File: src/rtl/inst_issue_queue.sv
// Instruction issue queue: circular FIFO between the fetch side and the pipeline's
// registered inst input, issuing one instruction per cycle or a NOP bubble.
module inst_issue_queue #(
    parameter int         DEPTH    = 4,
    parameter logic [7:0] NOP_INST = 8'h00
) (
    input  logic                   clk,
    input  logic                   rst,
    input  logic                   in_valid,
    input  logic [7:0]             in_inst,
    output logic                   in_ready,
    input  logic                   issue_hold,
    input  logic                   flush,
    output logic [7:0]             inst,
    output logic                   issue_valid,
    output logic [$clog2(DEPTH):0] occupancy,
    output logic [15:0]            issued_cnt
);

    localparam int              PW       = $clog2(DEPTH);
    localparam int              CW       = PW + 1;
    localparam logic [CW-1:0]   FULL_CNT = CW'(DEPTH);

    logic [7:0]    mem_q [DEPTH];
    logic [PW-1:0] wr_ptr_q, wr_ptr_d;
    logic [PW-1:0] rd_ptr_q, rd_ptr_d;
    logic [CW-1:0] count_q, count_d;
    logic [7:0]    inst_q, inst_d;
    logic          issue_valid_q, issue_valid_d;
    logic [15:0]   issued_cnt_q, issued_cnt_d;
    logic          push;
    logic          pop;

    // in_ready deliberately ignores issue_hold so a full queue never depends on the stall path.
    assign in_ready = (count_q != FULL_CNT) && !flush && rst;
    assign push     = in_valid && in_ready;
    assign pop      = (count_q != '0) && !issue_hold && !flush;

    always_comb begin
        wr_ptr_d      = wr_ptr_q;
        rd_ptr_d      = rd_ptr_q;
        count_d       = count_q;
        inst_d        = pop ? mem_q[rd_ptr_q] : NOP_INST;
        issue_valid_d = pop;
        issued_cnt_d  = issued_cnt_q + {15'd0, pop};
        if (flush) begin
            wr_ptr_d = '0;
            rd_ptr_d = '0;
            count_d  = '0;
        end else begin
            if (push) wr_ptr_d = wr_ptr_q + PW'(1);
            if (pop)  rd_ptr_d = rd_ptr_q + PW'(1);
            case ({push, pop})
                2'b10:   count_d = count_q + CW'(1);
                2'b01:   count_d = count_q - CW'(1);
                default: count_d = count_q;
            endcase
        end
    end

    always_ff @(posedge clk or negedge rst) begin
        if (!rst) begin
            wr_ptr_q      <= '0;
            rd_ptr_q      <= '0;
            count_q       <= '0;
            inst_q        <= NOP_INST;
            issue_valid_q <= 1'b0;
            issued_cnt_q  <= 16'd0;
        end else begin
            wr_ptr_q      <= wr_ptr_d;
            rd_ptr_q      <= rd_ptr_d;
            count_q       <= count_d;
            inst_q        <= inst_d;
            issue_valid_q <= issue_valid_d;
            issued_cnt_q  <= issued_cnt_d;
        end
    end

    // Storage is not reset; an entry is only read after the count shows it was written.
    always_ff @(posedge clk) begin
        if (push) mem_q[wr_ptr_q] <= in_inst;
    end

    assign inst        = inst_q;
    assign issue_valid = issue_valid_q;
    assign occupancy   = count_q;
    assign issued_cnt  = issued_cnt_q;

endmodule

File: config.mk
export PLATFORM = sky130hd
export DESIGN_NAME = inst_issue_queue
export DESIGN_NICKNAME = d
export VERILOG_FILES = /design/src/rtl/inst_issue_queue.sv
export SDC_FILE = /design/constraint.sdc
export NUM_CORES = 1
export LEC_CHECK = 0
export CAP_MARGIN = 30
export CORE_AREA = 4 4 100 102
export DETAILED_ROUTE_END_ITERATION = 16
export DIE_AREA = 0 0 104 106
export RECOVER_POWER = 50
export SLEW_MARGIN = 10
export SYNTH_ARGS = -nofsm -noshare
export SYNTH_HDL_FRONTEND = slang
export SYNTH_SLANG_ARGS = --single-unit
File: constraint.sdc
create_clock -name clk -period 5 [get_ports clk]
set_clock_uncertainty 0.05 [all_clocks]
set_input_delay 0.75 -clock clk [delete_from_list [all_inputs] [get_ports clk]]
set_output_delay 0.75 -clock clk [all_outputs]
set_load 0.01 [all_outputs]
==> metrics, run 1 <==
max-slew violations=36; layout cells sized above 1=0.115; peak supply drop=between 100 and 150 uV; grt met3 use=0.0461; First DRT Iteration DRCs=62; critical path endpoint category=flop; CP Launch Type=primary input; Sink Count=64; Critical Path AT=about 3.5 ns; class of the worst hold path=flop to flop; IO Port Bufs=about 40; Chip Height=106 um; Max-slew headroom=-0.225; Rows=35; Most common cell on crit path=clkbuf_1; RSZ-0062 raised after global routing=no; final hold vios=0; Leak=between 1 and 1.5 nW; dominant cell type by area after synthesis=edfxtp_1; first-pass GRT wire length=roughly 7.9 mm; Post-DRT Antenna Nets=0; drc violations=0; GRT Total Usage=0.0947; clock latency on the worst-skew pair=roughly 0.33 ns; drt pass-1 iters=4; post-CTS resize count=0; Post-CTS Setup Inserts=0; grt met2 use=0.158; antenna violations before repair=0; async set or reset register ratio after synthesis=0.500; Synth cell types=37; Crit path max-delay family=buffers and inverters; Avg Vias per Cell=around 4.5; starting density of the core=0.293; hold_buf cts=0; Die Wd=104 um; Ports=42; global route overflow=0; crit-path max cell delay=about 1.4 ns; Final Util=0.368; Pwr per Cell Area=about 340 nW/um^2; Critical-path top delay cell=clkbuf_1; violated checks=max-capacitance violations, max-slew violations; Syn. warnings=0; sequential area share after synthesis=0.660; via count=between 1500 and 2000; final setup TNS=0 ns; final worst path period share=0.673; # diodes=0; GRT busiest layer=met2; syn_nets=195; final setup fails=0; Yosys top cell area share=0.360; WP data required=about 5.2 ns; gpl congestion=0.706; pin count of the biggest net entering global routing=36; routed wire length=about 4.9 mm; fin crit period=3.36 ns; core area=approximately 9100 um^2; CTS root buffer=clkbuf_8; Main synth FF type=edfxtp_1; slew of the pin with the lowest slew margin=approximately 1.8 ns; TritonCTS clock tree=yes; CTS max path bufs=2; synth top area cells=edfxtp_1 36%, dfrtp_1 30%, mux4_2 6.7%; critical path class=primary input to flop; CP max FO=35; max frequency=just under 0.3 GHz; CP bufs+invs=2; area delta synth->final=25.6%; Layout Nets=between 200 and 250; most frequent cells after synthesis=32 x dfrtp_1, 32 x edfxtp_1, 13 x xnor2_1, 9 x nor2b_1; met1 usage=0.108; H-tree Lvls=3; Avg Inst Size Synth=approximately 15 um^2; Max Cap Violations=1; clock buffer count from CTS=9; Synth Register Bits=64; Reg clk slew, reported paths=roughly 0.07 ns; status=finished, violations left; Post-DP HPWL=3.40 mm; Syn Inst Count=between 150 and 200; Post-Syn Area=~2700 um^2; cell chain of the critical path=clkbuf_1 -> clkbuf_1 -> nand2_1 -> or3_1 -> a31oi_1 -> a211oi_1; DR WL/cell=roughly 14 um; Post-synth EDFFs=32; Die ar.=approximately 11000 um^2; vias in the first global route=around 1500
## through the flow
step	total power [W]	std cells	instance area, um^2	hold WS, ns	worst slack [ns]
after floorplan	0.000683	175	2670	0.404	2.46
after global placement	0.000758	322	3190	0.416	1.75
after detailed placement	0.000760	322	3190	0.417	1.67
after CTS	0.00115	338	3360	0.431	1.93
after global routing	0.00119	338	3350	0.447	1.08
final	0.00113	338	3350	0.425	1.64
## layout by cell type, fill, tap and decap left out, types with 5 or more instances in the layout
cell              n
xor2_1            5
clkdlybuf4s50_1  28
inv_1             6
nor2b_1           9
dfrtp_1          32
dlygate4sd3_1    12
clkbuf_8         10
mux4_2            8
nand3_1           6
xnor2_1          13
edfxtp_1         32
nand2_1           7
nor2_1            8
ha_1              6
## flip-flops by register name (all words and copies together), names as in the netlist
signal and flops:
inst 8, issue_valid 1, issued_cnt 16, mem_q 32
occupancy 3, rd_ptr_q 2, wr_ptr_q 2
## area by class of cell
cell class	count	area [um^2]
Clock buffer	11	141
Clock inverter	5	32.5
Fill cell	901	5750
Inverter	6	22.5
Multi-Input combinational cell	99	850
Sequential cell	64	1760
Tap cell	111	139
Timing Repair Buffer	42	408
## where the power goes
group          internal (W)  total, W  switching, W
sequential         0.000579  0.000614     0.0000342
clock              0.000192  0.000385      0.000194
combinational     0.0000735  0.000129     0.0000557
total              0.000844   0.00113      0.000284
## cells by family (layout without fill, tap and decap cells)
logic type | after synthesis | count (layout) | share of synthesized area
buffers and inverters | 12 | 64 | 0.0220
muxes | 10 | 10 | 0.0750
and+or+nand+nor | 53 | 53 | 0.116
AOI/OAI and AO/OA | 11 | 11 | 0.0323
adders and majority gates | 7 | 7 | 0.0356
DFF | 64 | 64 | 0.660
xor gates and xnor gates | 18 | 18 | 0.0590
## layer usage
layer,vias up,wire (um)
met5,-,0
met4,0,53
met3,7,263
met2,36,2510
met1,759,2060
li1,724,-
## final timing paths
kind	start	endpoint	slack, ns	cells past startpoint
max in group asynchronous	rst	inst[0]	2.66	2
min	issued_cnt[15]	issued_cnt[15]	0.42	1
max reg2reg	occupancy[2]	issued_cnt[12]	2.43	8
min reg2reg	issued_cnt[15]	issued_cnt[15]	0.42	1
max	rst	occupancy[0]	1.64	6
min in group asynchronous	rst	issue_valid	1.18	2
(Power assumes the default switching activity.)
==> run 2: changes to the inputs <==
Clock period 5 ns to 2.87 ns, I/O delays scaled along.
==> run 2 against run 1 <==
  * The flow now finishes without violations
  * Critical path type is now primary input to primary output
  * Via count is 0.39% higher
  * Worst setup slack worse by 1.2 ns
  * Critical path depth is 2 lower
  * Flip-flop and latch count stayed put
  * Sequential power is 74% higher
  * Largest power group unchanged
==> metrics, run 2 (synthesis gave the netlist of run 1 again) <==
cell chain of the critical path=dlygate4sd3_1 -> nand2b_4 -> a21oi_1 -> clkdlybuf4s50_1; grt met2 use=0.162 (+0.00464); pin count of the biggest net entering global routing=35 (-2.8%); CP bufs+invs=2 (unchanged); critical path class=primary input to primary output; final setup fails=0 (unchanged); Chip Height=106 um (unchanged); crit-path max cell delay=0.62 ns (-0.74 ns); Critical-path top delay cell=dlygate4sd3_1; TritonCTS clock tree=yes; GRT Total Usage=0.0989 (+0.00420); NetSw=0.000537 W (+90%); Tot Pwr=0.00209 W (+85%); CP Launch Type=primary input; Max Cap Violations=0 (-1); layout cells sized above 1=0.142 (+0.0277); WP data required=2.39 ns (-2.77 ns); Post-DP HPWL=3.61 mm (+6.0%); First DRT Iteration DRCs=33 (-47%); clock latency on the worst-skew pair=0.34 ns (about the same); multi-input gate area in the final layout=850 um^2 (unchanged); RSZ-0062 raised after global routing=no; max frequency=approximately 0.42 GHz; r2r setup slk=0.53 ns (-1.90 ns); Post-CTS Setup Inserts=0 (unchanged); # diodes=0 (unchanged); worst reg2reg startpoint=occupancy[0]; r2r worst-path depth=7 (-1); max-slew violations=0 (-100%); first-pass GRT wire length=8.34 mm (+5.5%); H-tree Lvls=3 (unchanged); Fill cells=861 (-4.4%); worst setup margin=0.461 ns (-1.17 ns); Die Wd=104 um (unchanged); final setup TNS=0 ns (unchanged); Pwr per Cell Area=610 nW/um^2 (+81%); final hold vios=0 (unchanged); Reg clk slew, reported paths=0.08 ns (about the same); clock buffer count from CTS=9 (unchanged); P_int=0.00155 W (+84%); Critical Path AT=1.93 ns (-1.59 ns); area delta synth->final=28.2%; Rows=35 (unchanged); storage element area=1760 um^2 (unchanged); Die ar.=11000 um^2 (unchanged); Gate power share=0.113 (-0.002); hold_buf cts=0 (unchanged); Max-slew headroom=0.616 (+0.841); antenna violations before repair=0 (unchanged); grt met3 use=0.0370 (-0.00911); max FFs per register=32 (unchanged); clock power share=0.376 (+0.035); leading cell types in the layout, fill and taps excluded=32 x dfrtp_1, 32 x edfxtp_1, 30 x clkdlybuf4s50_1, 13 x xnor2_1, 10 x dlygate4sd3_1; starting density of the core=0.293 (unchanged); class of the worst hold path=primary input to async pin; core area=9110 um^2 (unchanged); DR WL/cell=14.6 um (+1.2%); Layout Nets=247 (+2.1%); CTS max path bufs=2 (unchanged); CP max FO=5 (-86%); Ports=42 (unchanged); slew of the pin with the lowest slew margin=0.576 ns (-1.26 ns); Top reg by flops=mem_q; met1 usage=0.113 (+0.00514); routed wire length=5.02 mm (+2.7%); Crit path max-delay family=buffers and inverters; Post-DRT Antenna Nets=0 (unchanged); vias in the first global route=1647 (+6.7%); R2R Path End=occupancy[2]; CTS root buffer=clkbuf_8; post-place setup slack=0.225 ns (-1.45 ns); GRT busiest layer=met2; peak supply drop=269 uV (+110%); Leak=1.30 nW (+2.1%); via count=1532 (+0.39%); Sink Count=64 (unchanged); post-CTS resize count=0 (unchanged); status=finished, final reports clean; critical path endpoint category=primary output; Switching Share=0.257 (+0.00597); drc violations=0 (unchanged); fin crit period=between 2 and 2.5 ns; Avg Vias per Cell=4.47 (-1.1%); IO Port Bufs=41 (unchanged); Flop pwr share=0.511 (-0.033); final worst path period share=0.839; drt pass-1 iters=4 (unchanged); global route overflow=0 (unchanged); gpl congestion=0.736 (+4.3%)
run 2: changes by cell type in the layout (fill, tap and decap cells not counted):
cell,change
clkinv_4,+2
dlygate4sd3_1,-2
clkdlybuf4s50_1,+2
buf_4,+5
clkbuf_8,-1
bufinv_16,+1
inv_6,+1
clkbuf_1,-1
clkinv_1,-1
clkinv_2,-1
run 2: per-layer routing:
metal | share of wire | vias to the layer above
li1 | - | 734
met5 | 0 | -
met4 | 0.022 | 0
met3 | 0.055 | 10
met2 | 0.50 | 37
met1 | 0.42 | 751
run 2: worst max path at each step:
| stage | from | to | slack [ns] | cells after the start |
|---|---|---|---|---|
| floorplan | occupancy[2] | issued_cnt[12] | 0.61 | 10 |
| global placement | flush | issued_cnt[12] | 0.28 | 8 |
| detailed placement | flush | issued_cnt[12] | 0.22 | 8 |
| CTS | occupancy[0] | occupancy[2] | 0.51 | 7 |
| global route | flush | issued_cnt[14] | 0.34 | 8 |
| finish | flush | in_ready | 0.46 | 4 |
run 2: cell type report:
cell class | instances | share of cell area
multi-input cells | 99 | 0.248
inverters | 6 | 0.00658
clock buffers | 9 | 0.0362
clock inverters | 7 | 0.0234
flip-flops and latches | 64 | 0.515
repair buffers | 47 | 0.130
well taps | 111 | 0.0406
run 2: stage by stage:
stage / cells / hold slack, ns / cell area [um^2] / util
3_5_place_dp: 327 / 0.420 / 3220 / 0.354
3_3_place_gp: 327 / 0.424 / 3220 / 0.354
2_1_floorplan: 175 / 0.0849 / 2670 / -
6_report: 343 / 0.369 / 3420 / 0.376
5_1_grt: 343 / 0.427 / 3420 / 0.376
4_1_cts: 343 / 0.224 / 3430 / 0.376
run 2: power by group through the flow:
stage          sequential [W]  combinational, W  clock [W]
6_report              0.00107          0.000237   0.000784
5_1_grt               0.00108          0.000261   0.000840
4_1_cts               0.00107          0.000247   0.000807
3_5_place_dp          0.00109          0.000247          0
3_3_place_gp          0.00109          0.000242          0
2_1_floorplan         0.00108          0.000108          0
